==> config.mk <==
export PLATFORM = sky130hd
export DESIGN_NAME = hazard_ctrl
export DESIGN_NICKNAME = d
export VERILOG_FILES = /design/src/rtl/hazard_ctrl.sv
export SDC_FILE = /design/constraint.sdc
export NUM_CORES = 1
export LEC_CHECK = 0
export ABC_AREA = 1
export BUFFER_PORTS_ARGS = -buffer_cell sky130_fd_sc_hd__buf_2
export CORE_ASPECT_RATIO = 1.5
export CORE_MARGIN = 8
export CORE_UTILIZATION = 55
export DETAILED_ROUTE_END_ITERATION = 12
export PLACE_DENSITY = 0.94
export SLEW_MARGIN = 5
export SYNTH_ARGS = -nofsm -noshare
export SYNTH_HDL_FRONTEND = slang
export SYNTH_SLANG_ARGS = --single-unit
==> constraint.sdc <==
create_clock -name clk -period 4.4 [get_ports clk]
set_clock_uncertainty 0.2 [all_clocks]
set_input_delay 0.22 -clock clk [delete_from_list [all_inputs] [get_ports clk]]
set_output_delay 0.22 -clock clk [all_outputs]
set_load 0.01 [all_outputs]
==> src/rtl/hazard_ctrl.sv <==
// hazard_ctrl -- pipeline hazard controller for the 5-stage RV32I core (F/D/E/M/W).
//
// Produces the hold/squash controls for the pipeline registers, the E-stage
// forwarding selects, the data-memory wait-state sequencer, a sticky
// memory-timeout flag and a saturating stall-cycle counter.
//
// Ports
//   clk, rst                      rising-edge clock, async active-low reset
//   d_rs1/d_rs2, d_use_rs1/2      D-stage source registers and their use flags
//   e_rd, e_rs1, e_rs2            E-stage destination / sources
//   e_is_load, e_jb               E-stage load flag, branch-taken / jump
//   m_rd, m_reg_we, m_mem_req     M-stage destination, RF write, memory request
//   mem_ack                       data memory completes this cycle
//   w_rd, w_reg_we                W-stage destination, RF write
//   stall_F/D/E/M                 hold PC / Reg_D / Reg_E / Reg_M
//   flush_D, flush_E              load NOP into Reg_D / bubble into Reg_E
//   fwd_rs1_sel, fwd_rs2_sel      00 regfile, 01 from M, 10 from W
//   mem_err                       sticky memory-timeout flag
//   stall_cnt                     cycles with stall_F=1, saturating
module hazard_ctrl #(
    parameter int CNT_W        = 16,
    parameter int MEM_WAIT_MAX = 255
) (
    input  logic             clk,
    input  logic             rst,
    input  logic [4:0]       d_rs1,
    input  logic [4:0]       d_rs2,
    input  logic             d_use_rs1,
    input  logic             d_use_rs2,
    input  logic [4:0]       e_rd,
    input  logic [4:0]       e_rs1,
    input  logic [4:0]       e_rs2,
    input  logic             e_is_load,
    input  logic             e_jb,
    input  logic [4:0]       m_rd,
    input  logic             m_reg_we,
    input  logic             m_mem_req,
    input  logic             mem_ack,
    input  logic [4:0]       w_rd,
    input  logic             w_reg_we,
    output logic             stall_F,
    output logic             stall_D,
    output logic             flush_D,
    output logic             stall_E,
    output logic             flush_E,
    output logic             stall_M,
    output logic [1:0]       fwd_rs1_sel,
    output logic [1:0]       fwd_rs2_sel,
    output logic             mem_err,
    output logic [CNT_W-1:0] stall_cnt
);

    // Wide enough to hold MEM_WAIT_MAX itself.
    localparam int WC_W = (MEM_WAIT_MAX < 2) ? 1 : $clog2(MEM_WAIT_MAX + 1);

    typedef enum logic [1:0] {
        RUN      = 2'd0,
        MEM_WAIT = 2'd1,
        ERR      = 2'd2
    } state_t;

    state_t          state;
    logic [WC_W-1:0] wait_cnt;

    logic mw;
    logic mem_stall;
    logic lu;

    assign mw = m_mem_req & ~mem_ack;

    // Release is combinational in the ack cycle, so a zero-latency ack never stalls.
    assign mem_stall = ((state == RUN) & mw)
                     | ((state == MEM_WAIT) & ~mem_ack)
                     | (state == ERR);

    assign lu = e_is_load & (e_rd != 5'd0)
              & ((d_use_rs1 & (d_rs1 == e_rd)) | (d_use_rs2 & (d_rs2 == e_rd)));

    // Wait-state sequencer; ERR is terminal until reset.
    always_ff @(posedge clk or negedge rst) begin
        if (!rst) begin
            state    <= RUN;
            wait_cnt <= '0;
            mem_err  <= 1'b0;
        end else begin
            case (state)
                RUN: begin
                    if (mw) begin
                        state    <= MEM_WAIT;
                        wait_cnt <= WC_W'(1);
                    end
                end
                MEM_WAIT: begin
                    if (mem_ack) begin
                        state    <= RUN;
                        wait_cnt <= '0;
                    end else if (wait_cnt == WC_W'(MEM_WAIT_MAX)) begin
                        state   <= ERR;
                        mem_err <= 1'b1;
                    end else begin
                        wait_cnt <= wait_cnt + WC_W'(1);
                    end
                end
                ERR: begin
                    state <= ERR;
                end
                default: begin
                    state <= RUN;
                end
            endcase
        end
    end

    // Priority mem_stall > e_jb > lu. A branch resolving while memory stalls
    // stays held in Reg_E and takes effect once the stall releases.
    always_comb begin
        stall_F = 1'b0;
        stall_D = 1'b0;
        stall_E = 1'b0;
        stall_M = 1'b0;
        flush_D = 1'b0;
        flush_E = 1'b0;
        if (rst) begin
            if (mem_stall) begin
                stall_F = 1'b1;
                stall_D = 1'b1;
                stall_E = 1'b1;
                stall_M = 1'b1;
            end else if (e_jb) begin
                // D instruction is wrong-path, so any load-use on it is moot.
                flush_D = 1'b1;
                flush_E = 1'b1;
            end else if (lu) begin
                // Hold F/D one cycle and let the load advance with a bubble behind it.
                stall_F = 1'b1;
                stall_D = 1'b1;
                flush_E = 1'b1;
            end
        end
    end

    function automatic logic [1:0] fwd_sel(input logic [4:0] rs);
        if (m_reg_we && (m_rd != 5'd0) && (m_rd == rs))
            return 2'b01;
        else if (w_reg_we && (w_rd != 5'd0) && (w_rd == rs))
            return 2'b10;
        else
            return 2'b00;
    endfunction

    assign fwd_rs1_sel = rst ? fwd_sel(e_rs1) : 2'b00;
    assign fwd_rs2_sel = rst ? fwd_sel(e_rs2) : 2'b00;

    always_ff @(posedge clk or negedge rst) begin
        if (!rst)
            stall_cnt <= '0;
        else if (stall_F && (stall_cnt != '1))
            stall_cnt <= stall_cnt + CNT_W'(1);
    end

endmodule

======== After elaboration in Yosys (flattened, before gate mapping) ========
Index checks and enable logic that the tools add are counted.
storage, ports and cells
  output and inout bits ................... 27
  bits in registers ....................... 27
  word-level logic and storage cells ...... 71
cells by class
  reduce and logical (&&, ||, !) cells .... 15
  equal/unequal tests ..................... 13
  bitwise logic cells ..................... 11
  $add $sub $neg .......................... 2
  mux-type cells .......................... 26
operators with widths
  kind                                                    count
  equality test 5 bit                                     6
  2-to-1 mux 8 bit                                        3
  2-to-1 mux 2 bit                                        9
  adder 16 x 1 -> 16 bit (second input constant)          1
  inequality test 16 bit (second input constant)          1
  one-hot mux 8 bit (2 select lines)                      1
  nonzero test 5 bit                                      3
  2-to-1 mux 1 bit                                        12
  adder 8 x 1 -> 8 bit (second input constant)            1
  equality test 8 bit (second input constant)             1
  AND 1 bit                                               7
  logical AND 1 bit                                       7
  one-hot mux 2 bit (3 select lines)                      1
  AND reduction 3 bit                                     2
  inequality test 3 x 2 -> 1 bit (second input constant)  1
  inequality test 3 bit (second input constant)           1
  bitwise OR 1 bit                                        3
  equality test 2 x 1 -> 1 bit (second input constant)    1
  equality test 2 bit (second input constant)             1
  logical NOT 2 bit                                       1
  inequality test 2 bit (second input constant)           1
  AND reduction 2 bit                                     1
  nonzero test 2 bit                                      1
  NOT 1 bit                                               1

======== Logic depth before layout (Yosys ltp) ========
  word-level depth ........................ 9
  mapped depth ............................ 12
  depth with buffers taken out ............ 11

======== Least setup slack after synthesis ========
OpenSTA, ideal clock, no wires.
  path type ............................... register to register
  from .................................... register stall_cnt[0]
  to ...................................... register stall_cnt[2]
  slack ................................... 2.425 ns
  data required time ...................... 4.083 ns
  arrival ................................. 1.658 ns
  path buffers ............................ 1
  stages on the path, launching flop included .. 10
  clock period less this slack ............ 1.975 ns
  cells stage by stage .................... dfrtp_1 -> ha_1 -> nand3_2 -> nor3_4 -> nand2_2 -> nor3_2 -> nand3_2 -> buf_2 -> nand3_1 -> nand2_1
on the way
  word-level cells in the longest chain between the ends .. 2
RTL lines
  what                                                                            line  RTL
  start, declared                                                                 50    output logic [CNT_W-1:0] stall_cnt
  start signal, assigned                                                          158   stall_cnt <= stall_cnt + CNT_W'(1);
  parallel branches: the longest is 2 deep, another holds adder 16 x 1 -> 16 bit  n/a
Several ways; the timed one is not identified.
A chain may end at the register's enable or synchronous reset.

======== Worst setup path after layout ========
  from .................................... input port rst
  to ...................................... output port stall_D
on the way
  word-level cells in the longest chain between the ends .. 1
RTL lines
  what              line  RTL
  start, declared   25    input logic rst,
  2-to-1 mux 1 bit  123   if (rst) begin
  end, declared     42    output logic stall_D,
No other way between the ends.

==> flow_results.xml <==
<?xml version="1.0" encoding="UTF-8"?>
<metrics>
  <group name="outcome">
    <metric name="run_status" unit="">finished, final reports clean</metric>
  </group>
  <group name="place">
    <metric name="routabilityCongestion" unit="">0.864</metric>
    <metric name="port_buffers" unit="">71</metric>
    <metric name="worst_slack_after_detailed_placement" unit="ns">2.13</metric>
    <metric name="dpl.cell_count" unit="">428</metric>
    <metric name="post-dp-hpwl" unit="mm">4.78</metric>
  </group>
  <group name="clock_network">
    <metric name="worst_skew_pair.late_latency" unit="ns">0.28</metric>
    <metric name="clk_path_buf_depth" unit="">2</metric>
    <metric name="clk_pin_slew_worst_paths" unit="ns">0.09</metric>
    <metric name="cts_tree" unit="">yes</metric>
    <metric name="numClockSinks" unit="">27</metric>
    <metric name="post-cts-setup-buffer-count" unit="">0</metric>
    <metric name="clk_root_buffer_cell" unit="">sky130_fd_sc_hd__clkbuf_8</metric>
    <metric name="cts_buffers" unit="">3</metric>
    <metric name="htree_num_levels" unit="">1</metric>
    <metric name="cts.repair.resized" unit="">0</metric>
  </group>
  <group name="sta">
    <metric name="unrepaired_setup_endpoints_after_global_routing" unit="">false</metric>
    <metric name="final-setup-viol-count" unit="">0</metric>
    <metric name="finalWorstSetupSlack" unit="ns">1.65</metric>
    <metric name="maxSlewHeadroom" unit="%">54.9</metric>
    <metric name="slew_viol_final" unit="">0</metric>
    <metric name="setup_tns" unit="ns">0</metric>
    <metric name="finalCriticalPeriod" unit="ns">2.75</metric>
    <metric name="tightestPinTransition" unit="ns">0.677</metric>
    <metric name="timing.final.crit_share" unit="%">62.6</metric>
    <metric name="worst_case_hold_slack" unit="ns">0.0852</metric>
    <metric name="max_freq" unit="MHz">363</metric>
    <metric name="final_hold_viol_count" unit="">0</metric>
  </group>
  <group name="die">
    <metric name="fp.dieW" unit="µm">66.9</metric>
    <metric name="std_cell_rows" unit="">27</metric>
    <metric name="initial_utilization" unit="%">57.9</metric>
    <metric name="boundaryPins" unit="">72</metric>
    <metric name="core" unit="µm²">3680</metric>
    <metric name="fp.dieArea" unit="µm²">6170</metric>
    <metric name="die_height" unit="µm">92.3</metric>
  </group>
  <group name="layout">
    <metric name="area.sequential" unit="µm²">676</metric>
    <metric name="final_layout_size_suffix_gt1_share" unit="%">21.8</metric>
    <metric name="fin_cells" unit="">433</metric>
    <metric name="multiInputGateArea" unit="µm²">1250</metric>
    <metric name="insertedDiodeCount" unit="">0</metric>
    <metric name="area.growth.synth_to_final" unit="%">20.1</metric>
    <metric name="fillCellCount" unit="">297</metric>
    <metric name="nNetsFinal" unit="">438</metric>
  </group>
  <group name="synthesis">
    <metric name="synth_area_leader_cell" unit="">sky130_fd_sc_hd__dfrtp_1</metric>
    <metric name="synth.top_cell.area_share" unit="%">31.7</metric>
    <metric name="post_synth_instance_area" unit="µm²">2130</metric>
    <metric name="yosysUniqueCellTypes" unit="">27</metric>
    <metric name="synthTopCellsByArea" unit="">sky130_fd_sc_hd__dfrtp_1, sky130_fd_sc_hd__nand2_1, sky130_fd_sc_hd__inv_1</metric>
    <metric name="synth-edff-count" unit="">0</metric>
    <metric name="ys_seq_area_share" unit="%">31.7</metric>
    <metric name="synth_area_per_cell" unit="µm²">6.69</metric>
    <metric name="synth_seq_cells" unit="">27</metric>
    <metric name="async_s_r_ff_share_synth" unit="%">100</metric>
    <metric name="ys_top_cells_by_count" unit="">sky130_fd_sc_hd__nand2_1, sky130_fd_sc_hd__inv_1, sky130_fd_sc_hd__nand3_1</metric>
    <metric name="number_of_nets_in_the_synthesized_netlist" unit="">366</metric>
    <metric name="yosys_most_used_dff" unit="">sky130_fd_sc_hd__dfrtp_1</metric>
    <metric name="syn_inst" unit="">319</metric>
    <metric name="yosysWarningCount" unit="">0</metric>
    <metric name="yosysMostFrequentCell" unit="">sky130_fd_sc_hd__nand2_1</metric>
  </group>
  <group name="global_routing">
    <metric name="grt_max_degree" unit="">32</metric>
    <metric name="total_global_routing_overflow" unit="">0</metric>
    <metric name="antenna_found_initial" unit="">0</metric>
    <metric name="number_of_global_route_vias_before_repair" unit="">2412</metric>
    <metric name="grt_use_total" unit="%">19.8</metric>
    <metric name="grt_pass1_wl" unit="mm">9.96</metric>
  </group>
  <group name="pwr">
    <metric name="total_power" unit="W">0.000629</metric>
    <metric name="p_leak" unit="nW">1.41</metric>
    <metric name="power.ir.vdd_worst" unit="mV">0.173</metric>
    <metric name="p_per_area" unit="nW/µm²">246</metric>
  </group>
  <group name="setup_path">
    <metric name="critPathCaptureType" unit="">output pin</metric>
    <metric name="setup.worst_path.start" unit="">rst</metric>
    <metric name="timing.critical_path.arrival" unit="ns">2.33</metric>
    <metric name="cp_max_fo" unit="">31</metric>
    <metric name="worstPathRequired" unit="ns">3.98</metric>
    <metric name="criticalPathCategory" unit="">input port to output pin</metric>
    <metric name="start_kind" unit="">input port</metric>
    <metric name="worstReg2RegStart" unit="">stall_cnt[0]$_DFFE_PN0P_</metric>
  </group>
  <group name="drt">
    <metric name="route.detailed.drc" unit="">0</metric>
    <metric name="final_routed_wirelength_across_all_metal_layers" unit="mm">5.91</metric>
    <metric name="vias" unit="">2331</metric>
    <metric name="detailedRoute.firstIterationViolations" unit="">82</metric>
    <metric name="vias_per_cell" unit="">5.38</metric>
    <metric name="drt-pass1-iter-count" unit="">4</metric>
    <metric name="routed_wire_length_per_instance" unit="µm">13.6</metric>
    <metric name="ant_nets" unit="">0</metric>
  </group>
  <group name="min_path">
    <metric name="hold_class" unit="">input port to flip-flop</metric>
    <metric name="hold_start" unit="">mem_ack</metric>
  </group>
  <group name="run">
    <metric name="maxCapViolations" unit="">0</metric>
  </group>
</metrics>
[path summary, 6_finish.rpt]
path	to	slack (ns)	depth (start not counted)
max	stall_D	1.65	7
min	wait_cnt[7]$_DFFE_PN0P_	0.09	4
max reg2reg	stall_cnt[9]$_DFFE_PN0P_	2.12	9
min reg2reg	mem_err$_DFFE_PN0P_	0.27	2
max in group asynchronous	stall_cnt[11]$_DFFE_PN0P_	3.25	2
min in group asynchronous	wait_cnt[0]$_DFFE_PN0P_	0.31	2
[sequential cells by signal (all words and copies together) (netlist names)]
| name | cells |
|---|---|
| wait_cnt | 8 |
| mem_err | 1 |
| state | 2 |
| stall_cnt | 16 |
[per-layer routing]
metal | part of all wire [%] | GRT usage (%)
met5 | 0 | 0
met4 | 3.2 | 9.28
met3 | 8.5 | 4.75
met2 | 52 | 36.3
met1 | 36 | 19.7
[layout by cell type (no fill, tap or decap), types with 2 or more instances in the layout]
master	synthesis	layout
sky130_fd_sc_hd__a21oi_1	9	9
sky130_fd_sc_hd__buf_2	2	71
sky130_fd_sc_hd__clkbuf_8	0	3
sky130_fd_sc_hd__dfrtp_1	27	27
sky130_fd_sc_hd__ha_1	2	2
sky130_fd_sc_hd__inv_1	46	46
sky130_fd_sc_hd__nand2_1	97	97
sky130_fd_sc_hd__nand2_2	2	2
sky130_fd_sc_hd__nand3_1	32	32
sky130_fd_sc_hd__nand3_2	2	2
sky130_fd_sc_hd__nand4_1	6	6
sky130_fd_sc_hd__nor2_1	27	27
sky130_fd_sc_hd__nor3_1	9	9
sky130_fd_sc_hd__nor4_1	3	3
sky130_fd_sc_hd__o21ai_0	9	9
sky130_fd_sc_hd__or2_2	4	4
sky130_fd_sc_hd__xnor2_1	18	18
sky130_fd_sc_hd__xor2_1	13	13
[final cells by class]
| type | count | share of cell area [%] |
|---|---|---|
| Clock buffer | 4 | 1.76 |
| Tap cell | 43 | 2.10 |
| Timing Repair Buffer | 72 | 14.3 |
| Multi-Input combinational cell | 241 | 48.8 |
| Sequential cell | 27 | 26.4 |
| Inverter | 46 | 6.74 |
[timing repair]
item | 4_1_cts | 5_1_grt
endpoints found under the setup margin | 0 | 0
hold endpoints to repair | 27 | 0
hold buffers | 1 | 0
[power breakdown]
part | total [W] | internal (W) | switching (W)
Sequential | 0.000299 | 0.000269 | 0.0000302
Combinational | 0.000185 | 0.0000763 | 0.000109
Clock | 0.000145 | 0.0000650 | 0.0000800
[worst max-delay path, stage by stage]
cell                            delay, ns
sky130_fd_sc_hd__dlygate4sd3_1       0.52
sky130_fd_sc_hd__buf_2               0.55
sky130_fd_sc_hd__inv_1               0.21
sky130_fd_sc_hd__nor2_1              0.23
sky130_fd_sc_hd__inv_1               0.08
sky130_fd_sc_hd__nand2_2             0.30
sky130_fd_sc_hd__buf_2               0.21
[stage by stage]
stage               utilization, %  instance area, µm²
floorplan                        -                2130
global placement              68.1                2510
detailed placement            68.1                2510
CTS                           69.6                2560
global route                  69.6                2560
finish                        69.6                2560
[cells by family after synthesis]
group / count (synthesis) / synth area share [%]
AOI/OAI and AO/OA: 20 / 5.10
xor gates and xnor gates: 31 / 12.7
adders and majority gates: 2 / 1.17
buffers and inverters: 51 / 9.79
DFF: 27 / 31.7
and+or+nand+nor: 188 / 39.5
No activity file was read; power rests on OpenSTA's default activity.
